`src/rtl/mem_bus_pkg.sv`:
```
// Shared encodings for the memory/port bus arbiter: FSM states, address map
// regions and the write-permission rule.
package mem_bus_pkg;

  typedef enum logic [1:0] {
    IDLE  = 2'd0,
    ISSUE = 2'd1,
    HOLD  = 2'd2,
    RESP  = 2'd3
  } state_t;

  typedef enum logic [1:0] {
    REGION_ROM     = 2'd0,
    REGION_RAM     = 2'd1,
    REGION_OUT_PRT = 2'd2,
    REGION_IN_PRT  = 2'd3
  } region_t;

  localparam logic [7:0] ROM_LAST      = 8'h7F;
  localparam logic [7:0] RAM_BASE      = 8'h80;
  localparam logic [7:0] OUT_PORT_BASE = 8'hE0;
  localparam logic [7:0] IN_PORT_BASE  = 8'hF0;

  function automatic region_t addr_region(input logic [7:0] addr);
    region_t r;
    if (addr <= ROM_LAST)
      r = REGION_ROM;
    else if (addr >= IN_PORT_BASE)
      r = REGION_IN_PRT;
    else if (addr >= OUT_PORT_BASE)
      r = REGION_OUT_PRT;
    else if (addr >= RAM_BASE)
      r = REGION_RAM;
    else
      r = REGION_ROM;
    return r;
  endfunction

  // ROM and input ports are read-only; everything else accepts writes.
  function automatic logic write_legal(input logic [7:0] addr);
    region_t r;
    r = addr_region(addr);
    return (r == REGION_RAM) || (r == REGION_OUT_PRT);
  endfunction

endpackage

```
`src/rtl/rr_arb2.sv`:
```
// Two-input round-robin grant: on a tie the requester that did not win last
// time is chosen.
module rr_arb2 (
  input  logic req0,
  input  logic req1,
  input  logic last_grant,
  output logic grant_valid,
  output logic grant_id
);

  always_comb begin
    grant_valid = req0 | req1;
    if (req0 && req1)
      grant_id = ~last_grant;
    else
      grant_id = req1 & ~req0;
  end

endmodule

```
`src/rtl/mem_bus_arbiter.sv`:
```
// Shares the single memory port between CPU (requester 0) and DMA
// (requester 1), running each transaction as a fixed 4-cycle sequence.
module mem_bus_arbiter
  import mem_bus_pkg::*;
#(
  parameter int ADDR_W = 8,
  parameter int DATA_W = 8
) (
  input  logic              clk,
  input  logic              reset,
  input  logic              req0,
  input  logic              req1,
  input  logic              we0,
  input  logic              we1,
  input  logic [ADDR_W-1:0] addr0,
  input  logic [ADDR_W-1:0] addr1,
  input  logic [DATA_W-1:0] wdata0,
  input  logic [DATA_W-1:0] wdata1,
  output logic              ack0,
  output logic              ack1,
  output logic              err0,
  output logic              err1,
  output logic [DATA_W-1:0] rdata0,
  output logic [DATA_W-1:0] rdata1,
  output logic              busy,
  output logic [ADDR_W-1:0] mem_address,
  output logic [DATA_W-1:0] mem_data_in,
  output logic              mem_write,
  input  logic [DATA_W-1:0] mem_data_out
);

  state_t state;
  logic   last_grant;
  logic   cur_id;
  logic   cur_we;
  logic   cur_legal;

  logic              grant_valid;
  logic              grant_id;
  logic              sel_we;
  logic              sel_legal;
  logic [ADDR_W-1:0] sel_addr;
  logic [DATA_W-1:0] sel_wdata;

  rr_arb2 u_rr_arb2 (
    .req0        (req0),
    .req1        (req1),
    .last_grant  (last_grant),
    .grant_valid (grant_valid),
    .grant_id    (grant_id)
  );

  always_comb begin
    sel_we    = grant_id ? we1    : we0;
    sel_addr  = grant_id ? addr1  : addr0;
    sel_wdata = grant_id ? wdata1 : wdata0;
    sel_legal = write_legal(sel_addr);
  end

  // mem_address doubles as the latched transaction address, so it is simply
  // left holding its value through HOLD and RESP.
  always_ff @(posedge clk or negedge reset) begin
    if (!reset) begin
      state       <= IDLE;
      last_grant  <= 1'b1;
      cur_id      <= 1'b0;
      cur_we      <= 1'b0;
      cur_legal   <= 1'b0;
      ack0        <= 1'b0;
      ack1        <= 1'b0;
      err0        <= 1'b0;
      err1        <= 1'b0;
      rdata0      <= '0;
      rdata1      <= '0;
      busy        <= 1'b0;
      mem_address <= '0;
      mem_data_in <= '0;
      mem_write   <= 1'b0;
    end else begin
      ack0      <= 1'b0;
      ack1      <= 1'b0;
      err0      <= 1'b0;
      err1      <= 1'b0;
      mem_write <= 1'b0;
      case (state)
        IDLE: begin
          if (grant_valid) begin
            cur_id      <= grant_id;
            cur_we      <= sel_we;
            cur_legal   <= sel_legal;
            last_grant  <= grant_id;
            mem_address <= sel_addr;
            mem_data_in <= sel_wdata;
            mem_write   <= sel_we & sel_legal;
            busy        <= 1'b1;
            state       <= ISSUE;
          end
        end
        ISSUE: begin
          state <= HOLD;
        end
        HOLD: begin
          if (!cur_we) begin
            if (cur_id)
              rdata1 <= mem_data_out;
            else
              rdata0 <= mem_data_out;
          end
          if (cur_id) begin
            ack1 <= 1'b1;
            err1 <= cur_we & ~cur_legal;
          end else begin
            ack0 <= 1'b1;
            err0 <= cur_we & ~cur_legal;
          end
          state <= RESP;
        end
        RESP: begin
          busy  <= 1'b0;
          state <= IDLE;
        end
        default: begin
          busy  <= 1'b0;
          state <= IDLE;
        end
      endcase
    end
  end

endmodule
```
`config.mk`:
```
export PLATFORM = sky130hd
export DESIGN_NAME = mem_bus_arbiter
export DESIGN_NICKNAME = d
export VERILOG_FILES = /design/src/rtl/mem_bus_pkg.sv /design/src/rtl/rr_arb2.sv /design/src/rtl/mem_bus_arbiter.sv
export SDC_FILE = /design/constraint.sdc
export NUM_CORES = 1
export LEC_CHECK = 0
export ABC_AREA = 0
export CAP_MARGIN = 40
export CORE_MARGIN = 2
export CORE_UTILIZATION = 43
export CTS_BUF_LIST = sky130_fd_sc_hd__clkbuf_8
export CTS_CLUSTER_DIAMETER = 80
export DETAILED_ROUTE_END_ITERATION = 10
export GPL_TIMING_DRIVEN = 0
export PLACE_DENSITY = 0.89
export SYNTH_ARGS = -nofsm -noshare
export SYNTH_HDL_FRONTEND = slang
export SYNTH_SLANG_ARGS = --single-unit
```
`constraint.sdc`:
```
create_clock -name clk -period 2 [get_ports clk]
set_input_delay 0.5 -clock clk [delete_from_list [all_inputs] [get_ports clk]]
set_output_delay 0.5 -clock clk [all_outputs]
set_load 0.05 [all_outputs]
```
==> results of run 1 <==
through the flow:
step / setup TNS [ps] / hold slack [ps] / setup WS (ps) / area (sq um) / instances
6_report: 0 / 96.21 / 38.25 / 2927 / 299
2_1_floorplan: 0 / 204.4 / 424.6 / 1904 / 156
4_1_cts: 0 / 102.3 / 23.13 / 2898 / 299
3_3_place_gp: -32360 / 459.8 / -711.0 / 2790 / 290
5_1_grt: 0 / 103.0 / 0.9157 / 2927 / 299
3_5_place_dp: -2543 / 418.3 / -216.4 / 2805 / 291
metal layers:
metal	GRT usage, %	wire length (microns)
met4	5.241	53
met3	6.410	337
met1	19.98	1640
met2	29.98	2040
met5	0	0
layout by cell type (no fill, tap or decap), types with 2 or more instances in the layout:
cell / n
buf_2: 6
dlymetal6s2s_1: 10
a21o_1: 2
nand2_1: 17
dfrtp_1: 43
a21oi_1: 2
clkdlybuf4s50_1: 71
and2_1: 3
inv_1: 4
clkbuf_8: 6
mux2i_1: 15
ha_1: 3
mux2_2: 16
buf_6: 2
clkinv_2: 2
o21ai_0: 18
nand3_1: 4
nand2b_1: 3
state kept, by name (all words and copies together), names as in the netlist:
register,count
last_grant,1
state,2
busy,1
rdata0,8
ack0,1
mem_write,1
cur_legal,1
cur_id,1
ack1,1
cur_we,1
rdata1,8
err0,1
mem_data_in,8
mem_address,8
err1,1
power by group through the flow:
| stage | Combinational, W | Clock, W | Sequential [W] |
|---|---|---|---|
| final | 0.00299 | 0.000567 | 0.00154 |
| after global routing | 0.00315 | 0.000622 | 0.00160 |
| after CTS | 0.00303 | 0.000583 | 0.00155 |
| after global placement | 0.00296 | 0 | 0.00155 |
| after detailed placement | 0.00302 | 0 | 0.00157 |
| after floorplan | 0.000743 | 0 | 0.00280 |
kinds of logic (layout without fill, tap and decap cells):
kind of cell / count (synthesis) / after routing / share of synthesized area, %
simple gates: 33 / 33 / 8.345
flops: 44 / 44 / 57.88
fa+ha+maj: 3 / 3 / 1.971
compound gates: 30 / 30 / 9.396
mux: 33 / 33 / 18.72
buf+inv: 13 / 104 / 3.678
cell type report:
| class | count | share of cell area, % |
|---|---|---|
| timing repair buffer | 83 | 29.41 |
| clock inverter | 2 | 0.3420 |
| multi-input combinational | 99 | 25.14 |
| tap | 52 | 2.223 |
| sequential | 44 | 37.67 |
| buffer | 8 | 1.753 |
| clock buffer | 6 | 2.822 |
| inverter | 5 | 0.6413 |
synthesized netlist by cell type (all sizes together), types with 2 or more instances:
cell | n | share of area [%]
mux2i | 15 | 7.9
nand2b | 3 | 0.99
inv | 5 | 0.99
mux2 | 18 | 11
nand3 | 4 | 1.1
o21ai | 19 | 5.0
a21oi | 2 | 0.53
nor2 | 2 | 0.53
ha | 3 | 2.0
nand2 | 17 | 3.4
dfrtp | 43 | 57
a21o | 2 | 0.79
and2 | 3 | 0.99
buf | 7 | 2.5
worst paths after layout:
kind                            cells past startpoint             end  slack, ps
worst max-delay path                                1  mem_address[6]         40
worst min-delay path                                1       rdata1[0]        100
worst max register to register                      6        state[1]        290
worst min register to register                      2  mem_address[5]        470
max in group asynchronous                           2      last_grant       1370
min in group clk                                    2      last_grant        470
repair_timing:
item | CTS | global route
hold buffers | 0 | 0
endpoints found under the setup margin | 0 | 20
gates resized for setup | 0 | 11
==> results.txt, run 1 <==
- First-pass DRT Iterations: 4
* Layout cells sized above 1: 15.38%
- Of the total power, the share spent switching nets is between 40% and 50%.
- The sequential cells in the finished layout cover a total of roughly 1100 sq um.
- Share of total power in sequential cells: 30.2%
* #FFs+latches synth: 44
- Synthesis produced a netlist whose cell count is 156.
- DR iter-0 viols: 41
* CP required: 1500 ps
* Number of distinct standard cells referenced by the synthesized netlist: 33
* Synthesis-to-layout area growth: 53.68%
* Total overflow reported by the global router: 0
- The floorplan step set the die width to between 70 and 80 microns.
* Class of the most critical setup path: register to output pin
- The worst path uses between 90% and 100% of the clock period.
- Root buffer cell: clkbuf_8
- The first global-routing pass estimated just under 7 mm of wire.
- Summed over all cells, the static leakage comes to about 1.4 nW.
- Total die area: approximately 5000 sq um
- Core area: roughly 4300 sq um
- IR analysis of the VDD net gives a maximum drop of 0.0007576 V.
- TritonCTS built the clock tree.
* Series of cell instances along the critical path: clkdlybuf4s50_1
* Global placer's final weighted congestion: 0.8008
- The run finished with clean final reports.
* Vias per cell: ~5
- Slew Limit Headroom: 58.85%
- Synthesized net count: 205
- Delay-heaviest family, CP: buffers and inverters
- Number of enable-type register cells in the synthesized netlist: 0
* TritonCTS buffer count: 5
- Overall power consumption after layout is estimated at between 0.005 and 0.006 W.
* Post-DP HPWL: roughly 3.1 mm
- For the worst setup path, the data arrival time is around 1500 ps.
* Worst min path class: primary input to asynchronous set/reset pin
- Die height: between 70 and 80 microns
- In this run the post-CTS setup repair buffer count came out at 0.
* Critical Path Start Type: register
- Max Transition Viols Final: 0
- Min Clock Period, post-route: 1962 ps
- The cell area that synthesis handed to floorplanning was between 1500 and 2000 sq um.
- Port Buf Inserts: between 80 and 90
* Most used flip-flop cell after synthesis: dfrtp_1
* Ratio of total power to cell area: between 1500 and 2000 nW/um^2
* Number of filler instances in the final layout: 335
- Fmax: between 500 and 600 MHz
* Mean area per synthesized cell: 12.21 sq um
- Async SR Flop Fraction: between 90% and 100%
- The number of global-route vias before repair was around 1.5k.
- For this run, the total global-route usage over all layers was measured as 17.24%.
- Htree depth: 2
- Across the routed clock network, the largest skew measured is 1.737 ps.
- Clock Power Share: 11.1%
* Buffer levels on the longest clock path: 2
- Final routed wirelength across all metal layers: a little over 4 mm
- Counting every sink on the clock net gives 44.
- Setup violations remaining at the end of the flow were counted as 0.
* Max-capacitance violation count: 0
- On the worst path, the slowest cell contributes a delay of ~810 ps.
* Setup repair after global routing missed its margin: false
- Insertion delay of the later-clocked pin in the worst-skew pair: around 290 ps
* Routed wire length per instance: 13.62 microns
* Final-stage net count: 295
* Boundary Pins: 84
- Sort of element at the end of the critical path: output pin
- Multi-input logic area: about 740 sq um
- Of the synthesized area, sequential elements account for about 58%.
- The slowest stage of the critical path belongs to the cell clkdlybuf4s50_1.
* Yosys warning total: 0
- Gate power share: about three fifths
* Crit path from: mem_address[6]
* Antenna diode count: 0
- Reg2reg start: state[0]
- The number of hold violations in the final report was 0.
- Power Internal: around 0.0027 W
* Antenna violations before repair: 0
* Worst Max-Slew Pin Slew: 611.7 ps
- In this run the remaining antenna-violating nets after routing total 0.
- Utilization after layout: 67.68%
- Total number of vias: 1492
* Drc violations: 0
- Starting density of the core: approximately 44%
- Worst-path fanout max: 2
- The initialized floorplan defines 24 standard-cell rows.
* Switching power: ~0.0024 W
- The number of buffers and inverters on the critical path is 1.
- Maximum number of pins on one net before global-route repair: 32
- After clock tree synthesis, the clock-pin slew on the worst setup and hold paths is ~80 ps.
No activity file was read; power rests on OpenSTA's default activity.
==> run 2: changes to the inputs <==
--- a/config.mk
+++ b/config.mk
@@ -14,6 +14,7 @@
 export DETAILED_ROUTE_END_ITERATION = 10
 export GPL_TIMING_DRIVEN = 0
 export PLACE_DENSITY = 0.89
+export SLEW_MARGIN = 20
 export SYNTH_ARGS = -nofsm -noshare
 export SYNTH_HDL_FRONTEND = slang
 export SYNTH_SLANG_ARGS = --single-unit
==> results of run 2 <==
The final DEF is identical to that of run 1; final timing and power are the same.
